**src/rtl/pipe_hazard_ctrl.sv**
```systemverilog
// Hazard and sequencing control for the 5-stage pipeline:
// forwarding, load-use stall, branch flush and data-memory wait FSM.
module pipe_hazard_ctrl #(
    parameter int TIMEOUT = 16,
    parameter int CNT_W   = 32
) (
    input  logic             clk,
    input  logic             rst,
    input  logic [4:0]       rs1_d,
    input  logic [4:0]       rs2_d,
    input  logic [4:0]       rs1_e,
    input  logic [4:0]       rs2_e,
    input  logic [4:0]       rd_e,
    input  logic [1:0]       resultsrc_e,
    input  logic             pcsrc_e,
    input  logic [4:0]       rd_m,
    input  logic             regwrite_m,
    input  logic             memop_m,
    input  logic [4:0]       rd_w,
    input  logic             regwrite_w,
    input  logic             mem_ack,
    output logic             mem_req,
    output logic [1:0]       forward_a_e,
    output logic [1:0]       forward_b_e,
    output logic             stall_f,
    output logic             stall_d,
    output logic             stall_e,
    output logic             stall_m,
    output logic             flush_d,
    output logic             flush_e,
    output logic             flush_w,
    output logic             mem_err,
    output logic [CNT_W-1:0] stall_cycles
);

    localparam int TW = $clog2(TIMEOUT + 1);

    typedef enum logic [1:0] {
        IDLE,
        REQ,
        DONE
    } state_t;

    state_t        state;
    state_t        state_nx;
    logic [TW-1:0] tcnt;
    logic [TW-1:0] tcnt_nx;
    logic          req_nx;
    logic          err_nx;
    logic          tmo;
    logic          mem_busy;
    logic          lw_stall;
    logic          unused_ok;

    assign unused_ok = resultsrc_e[1];

    // The current REQ cycle is the TIMEOUT-th one without an ack.
    assign tmo = (tcnt == TW'(TIMEOUT - 1));

    always_ff @(posedge clk or posedge rst) begin
        if (rst) begin
            state   <= IDLE;
            tcnt    <= '0;
            mem_req <= 1'b0;
            mem_err <= 1'b0;
        end else begin
            state   <= state_nx;
            tcnt    <= tcnt_nx;
            mem_req <= req_nx;
            mem_err <= err_nx;
        end
    end

    always_comb begin
        state_nx = state;
        tcnt_nx  = '0;
        req_nx   = mem_req;
        err_nx   = mem_err;
        unique case (state)
            IDLE: begin
                if (memop_m) begin
                    state_nx = REQ;
                    req_nx   = 1'b1;
                end
            end
            REQ: begin
                tcnt_nx = tcnt + 1'b1;
                if (mem_ack) begin
                    state_nx = DONE;
                    req_nx   = 1'b0;
                end else if (tmo) begin
                    state_nx = DONE;
                    req_nx   = 1'b0;
                    err_nx   = 1'b1;
                end
            end
            DONE: begin
                state_nx = IDLE;
            end
            default: begin
                state_nx = IDLE;
                req_nx   = 1'b0;
            end
        endcase
    end

    // DONE is deliberately not busy so M/W captures the read data.
    assign mem_busy = ((state == IDLE) && memop_m) || (state == REQ);

    assign lw_stall = resultsrc_e[0] && (rd_e != 5'd0)
                   && ((rd_e == rs1_d) || (rd_e == rs2_d));

    assign stall_f = mem_busy || lw_stall;
    assign stall_d = mem_busy || lw_stall;
    assign stall_e = mem_busy;
    assign stall_m = mem_busy;
    assign flush_w = mem_busy;
    assign flush_e = !mem_busy && (lw_stall || pcsrc_e);
    assign flush_d = !mem_busy && pcsrc_e;

    always_comb begin
        forward_a_e = 2'b00;
        if (regwrite_m && (rd_m != 5'd0) && (rd_m == rs1_e)) begin
            forward_a_e = 2'b10;
        end else if (regwrite_w && (rd_w != 5'd0) && (rd_w == rs1_e)) begin
            forward_a_e = 2'b01;
        end
    end

    always_comb begin
        forward_b_e = 2'b00;
        if (regwrite_m && (rd_m != 5'd0) && (rd_m == rs2_e)) begin
            forward_b_e = 2'b10;
        end else if (regwrite_w && (rd_w != 5'd0) && (rd_w == rs2_e)) begin
            forward_b_e = 2'b01;
        end
    end

    always_ff @(posedge clk or posedge rst) begin
        if (rst) begin
            stall_cycles <= '0;
        end else if (stall_f && (stall_cycles != {CNT_W{1'b1}})) begin
            stall_cycles <= stall_cycles + 1'b1;
        end
    end

endmodule

```
**config.mk**
```make
export PLATFORM = sky130hd
export DESIGN_NAME = pipe_hazard_ctrl
export DESIGN_NICKNAME = d
export VERILOG_FILES = /design/src/rtl/pipe_hazard_ctrl.sv
export SDC_FILE = /design/constraint.sdc
export NUM_CORES = 1
export LEC_CHECK = 0
export CAP_MARGIN = 20
export CORE_MARGIN = 5
export CORE_UTILIZATION = 49
export CTS_CLUSTER_DIAMETER = 30
export DETAILED_ROUTE_END_ITERATION = 6
export GPL_TIMING_DRIVEN = 0
export PLACE_DENSITY_LB_ADDON = 0.15
export SLEW_MARGIN = 20
export SYNTH_ARGS = -nofsm -noshare
export SYNTH_HDL_FRONTEND = slang
export SYNTH_SLANG_ARGS = --single-unit
```
**constraint.sdc**
```tcl
create_clock -name clk -period 4.4 [get_ports clk]
set_input_delay 0.44 -clock clk [delete_from_list [all_inputs] [get_ports clk]]
set_output_delay 0.44 -clock clk [all_outputs]
set_load 0.01 [all_outputs]
```
-- Word level (Yosys, flattened, before mapping)
Index checks and enable logic that the tools add are counted.
- bits in writable memories: 0
- memory bits (read-only): 0
- output and inout bits: 45
- bits of input ports: 44
- bits in latches: 0
- register bits: 41
- logic and storage cells: 58
- memories: 0
- reduce and logical (&&, ||, !) cells: 24
- bitwise gates (word level): 2
- muxes and demuxes: 13
- add/subtract/negate cells: 2
- equal/unequal tests: 12
- shifts and indexed selects: 0
- $mul: 0
- $lt $le $gt $ge: 0
- div/mod/pow operators: 0
- operator list (operator ; count):
    adder 32 x 1 -> 32 bit, second input constant ; 1
    inequality test 32 bit, second input constant ; 1
    == test 5 bit ; 6
    nonzero test 5 bit ; 3
    logical AND 1 bit ; 12
    2-to-1 mux 2 bit ; 5
    AND reduction 3 bit ; 2
    adder 5 x 1 -> 5 bit, second input constant ; 1
    == test 5 x 4 -> 1 bit, second input constant ; 1
    2-to-1 mux 1 bit ; 5
    2-to-1 mux 5 bit ; 1
    logical OR 1 bit ; 4
    case mux 2 bit (2 select lines) ; 1
    inequality test 3 bit, second input constant ; 1
    case mux 1 bit (3 select lines) ; 1
    == test 2 x 1 -> 1 bit, second input constant ; 1
    == test 2 bit, second input constant ; 1
    zero test 2 bit ; 1
    inequality test 2 bit, second input constant ; 1
    inverter 1 bit ; 2
    AND reduction 2 bit ; 1
    zero test 1 bit ; 1

-- Longest topological paths before layout
- word-level depth: 5
- depth in mapped cells: 8
- gate-level depth less buffers: 7

-- Least setup slack after synthesis
OpenSTA, ideal clock, no wires.
- path type: input to output
- start point: in rd_m[1]
- end point: out forward_a_e[0]
- required time: 3960 ps
- data arrival time: 1733 ps
- path slack: 2227 ps
- stages: 4
- cells stage by stage: or4_1 > o21ai_0 > nor4_1 > nor4_1
- cells in the longest elaborated chain, start to end: 4
- elaborated cells on any way between the ends: 5
- those cells by class: eq/ne (1); mux (1); reduce/logical (3)
- ends and longest elaborated chain (element ; line ; source):
    start, declared ; 16 ; input logic [4:0] rd_m,
    nonzero test 5 bit ; 123 ; if (regwrite_m && (rd_m != 5'd0) && (rd_m == rs1_e)) begin
    logical AND 1 bit ; 123 ;
    logical AND 1 bit (*) ; 123 ;
    2-to-1 mux 2 bit (*) ; 123 ;
    end, declared ; 23 ; output logic [1:0] forward_a_e,
Every way passes the cells marked *; elsewhere a longest branch is shown, timed or not.

-- Worst setup path in the final report
- start point: in rd_m[1]
- end point: out forward_b_e[0]
- cells in the longest elaborated chain, start to end: 4
- elaborated cells on any way between the ends: 5
- those cells by class: eq/ne (1); mux (1); reduce/logical (3)
- ends and longest elaborated chain (element ; line ; source):
    nonzero test 5 bit ; 132 ; if (regwrite_m && (rd_m != 5'd0) && (rd_m == rs2_e)) begin
    logical AND 1 bit ; 132 ;
    logical AND 1 bit (*) ; 132 ;
    2-to-1 mux 2 bit (*) ; 132 ;
    end, declared ; 24 ; output logic [1:0] forward_b_e,
Marked as above.

==> flow_summary_export.csv <==
group,metric,value,unit
setup_path,reg2reg_depth,8,
yosys,yosys-top-cells-count,"dfrtp_1 (41), xnor2_1 (36), xor2_1 (25), nand3_1 (22), nor2_1 (20)",
clock_network,post_cts_buffers,0,
pwr,powerDensity,313.6,mW/mm²
clock_network,h-tree-depth,2,
pwr,clock_power_share,22.1,%
yosys,synth-seq-cells,41,
setup_path,crit_family,"buffers and inverters",
layout,regArea,0.001026,mm²
drt,vias,2159,
global_routing,grt_max_degree,32,
floorplanning,die_w,81.05,µm
flow_run,cap_violations,0,
layout,nFillCells,382,
sta,rsz0062_at_grt,"no",
pwr,internal_power,0.7586,mW
global_routing,grt_pass1_vias,2274,
sta,drv_slew,0,
layout,final_nets,388,
global_routing,track_usage,19.46,%
yosys,synth_edf_count,0,
layout,multi_input_area,0.001341,mm²
sta,finalHoldViolations,0,
status,status,"complete, no violations",
pwr,swShare,31.57,%
layout,area_delta_synth_final,42.89,%
global_routing,grt_overflow,0,
pwr,peakVddDrop,0.0002091,V
setup_path,cpPeakStageDelay,0.60,ns
pwr,power_switching,0.3500,mW
setup_path,slowest_stage,"clkdlybuf4s50_1",
pwr,combPwrFrac,34.3,%
sta,max_freq,321.0,MHz
setup_path,crit_fanout,3,
floorplanning,initial_utilization,51.35,%
clock_network,clk_latency,0.29,ns
clock_network,cts_made_buffers,5,
setup_path,rr_endpoint,"stall_cycles[8]$_DFFE_PP0P_",
sta,fin_crit_sh,70.80,%
setup_path,crit_buf_inv,2,
drt,dr.first_iter.drc_count,82,
sta,min_period,3.115,ns
yosys,synth_nets,293,
layout,drive_gt1_share,7.918,%
clock_network,cts_tree,"yes",
yosys,synth_top_area_cell,"dfrtp_1",
yosys,synthFlopType,"dfrtp_1",
floorplanning,core,0.004817,mm²
yosys,synth_top_cell_area_share,41.48,%
floorplanning,num_rows,25,
drt,wirelength,5885,µm
drt,wire_per_inst,14.42,µm
floorplanning,die_area,0.006569,mm²
global_routing,grt.busiest_layer,"met2",
yosys,synth.distinct_cells,38,
floorplanning,pin_count,89,
yosys,synthesis.area,0.002474,mm²
clock_network,root_buffer,"clkbuf_8",
global_routing,met1_usage,23.74,%
sta,maxSlewHeadroom,74.28,%
global_routing,grt_pass1_wl,10130,µm
global_routing,use_met2,33.09,%
global_routing,antenna_found_initial,0,
setup_path,crit_required,3.96,ns
clock_network,holdBufCountCts,0,
setup_path,crit_arrival,2.68,ns
yosys,seq_area_frac_synth,41.48,%
floorplanning,die_y,81.05,µm
placed_design,pre_cts_slack,1.243,ns
yosys,synth_area_per_cell,10.06,µm²
drt,drtPass1Iterations,4,
hold_path,worst_hold_path_type,"in -> async",
yosys,yosysMostFrequentCell,"dfrtp_1",
yosys,async_flop_share,100.0,%
pwr,seqPwrFrac,43.6,%
drt,via_per_inst,5.292,
setup_path,reg2reg_slack,2.37,ns
pwr,leakage,1.457,nW
sta,worstMarginPinSlew,0.3823,ns
setup_path,critical_path_class,"in -> out",
clock_network,clk_pin_slew_worst_paths,0.07,ns
setup_path,critPathLaunchType,"input port",
drt,ant_nets,0,
setup_path,regToRegStartpoint,"stall_cycles[0]$_DFFE_PP0P_",
setup_path,path_cells,"clkdlybuf4s50_1, or4_1, o21ai_0, nor4_1, nor4_1, clkdlybuf4s50_1",
clock_network,cts_resized,0,
sta,setup_tns,0,ns
yosys,synth_area_leaders,"dfrtp_1 (41%), xnor2_1 (13%), xor2_1 (8.9%)",
drt,post-route-drc-count,0,
clock_network,cts_sinks,41,
layout,insertedDiodeCount,0,
yosys,ys_warn_count,0,
clock_network,clock_path_buffers,2,
sta,setup_viol,0,
yosys,netlist_instances,246,
sta,clock-skew-final,0.003206,ns
placed_design,portBuffers,87,
placed_design,gp_congestion,0.8262,
sta,fin_ws,1.285,ns
setup_path,end_kind,"output port",
global_routing,met3_usage,6.098,%
placed_design,detailed_place_hpwl,4622,µm
## registers in the layout, indices dropped and copies added, names as in the netlist
signal        flops
stall_cycles     32
tcnt              5
mem_err           1
mem_req           1
state             2
## worst reg2reg max path: cells and delay by family (launching register included)
| family | cells | cell delay, ns |
|---|---|---|
| and+or+nand+nor | 5 | 0.93 |
| DFF | 1 | 0.43 |
| adders and majority gates | 1 | 0.25 |
| buffers and inverters | 1 | 0.15 |
| xor gates and xnor gates | 1 | 0.15 |
## final cells by class
class | count | area share [%]
Buffer | 9 | 2.159
Clock buffer | 7 | 2.442
Inverter | 8 | 0.8496
Multi-Input combinational cell | 188 | 37.95
Sequential cell | 41 | 29.03
Tap cell | 67 | 2.372
Timing Repair Buffer | 88 | 25.20
## per-layer routing
layer / share of wire [%] / wire, µm / up-vias
li1: - / - / 1054
met5: 0 / 0 / -
met4: 1.1 / 62 / 0
met1: 42 / 2491 / 1006
met2: 47 / 2787 / 90
met3: 9.2 / 544 / 9
## how the worst max path moves through the flow
stage                 start  slack, ns  cells past startpoint             end
finish              rd_m[1]       1.28                      6  forward_b_e[0]
global route        rd_m[1]       1.06                      6  forward_b_e[0]
CTS                 rd_m[2]       1.25                      6  forward_a_e[0]
detailed placement  rd_m[2]       1.24                      6  forward_a_e[0]
global placement    rd_m[2]       1.26                      6  forward_a_e[0]
floorplan           rd_m[1]       2.23                      4  forward_a_e[0]
## stage by stage
stage               total power [mW]  instance area (µm²)  utilization, %  hold slack, ns  instances
floorplan                     0.6668                 2474               -          0.4325        246
finish                         1.109                 3535           73.38          0.3952        408
detailed placement            0.8717                 3448           71.58          0.4557        401
global route                   1.178                 3535           73.38          0.4145        408
CTS                            1.121                 3535           73.38          0.4038        408
global placement              0.8592                 3428           71.17          0.4478        400
## power groups by stage
stage	clock network (mW)	logic, mW	registers, mW
2_1_floorplan	0	0.173	0.494
4_1_cts	0.252	0.386	0.482
6_report	0.245	0.381	0.483
3_5_place_dp	0	0.384	0.488
5_1_grt	0.267	0.417	0.494
3_3_place_gp	0	0.373	0.486
## layout by cell type (no fill, tap or decap), types with 2 or more instances in the layout
| cell type | count |
|---|---|
| o21bai_1 | 2 |
| and4_1 | 5 |
| nand2_1 | 6 |
| or4_1 | 4 |
| a21oi_1 | 3 |
| clkbuf_8 | 6 |
| nand2b_1 | 2 |
| nand4_1 | 15 |
| xnor2_1 | 36 |
| and3_1 | 16 |
| inv_1 | 7 |
| o21ai_0 | 2 |
| buf_4 | 5 |
| o21ai_4 | 2 |
| buf_6 | 3 |
| nand3_1 | 22 |
| and2_1 | 4 |
| clkdlybuf4s50_1 | 87 |
| ha_1 | 3 |
| dfrtp_1 | 41 |
| nor4_1 | 4 |
| a31oi_1 | 2 |
| nor2_1 | 20 |
| xor2_1 | 25 |
## logic make-up after synthesis
kind of cell	after synthesis	synth area share, %
simple gates	106	24.84
xor+xnor	61	21.60
flops	41	41.48
buf+inv	17	4.299
compound gates	16	5.361
fa+ha+maj	3	1.518
mux	2	0.9104
Power figures use the tool's default switching activity.
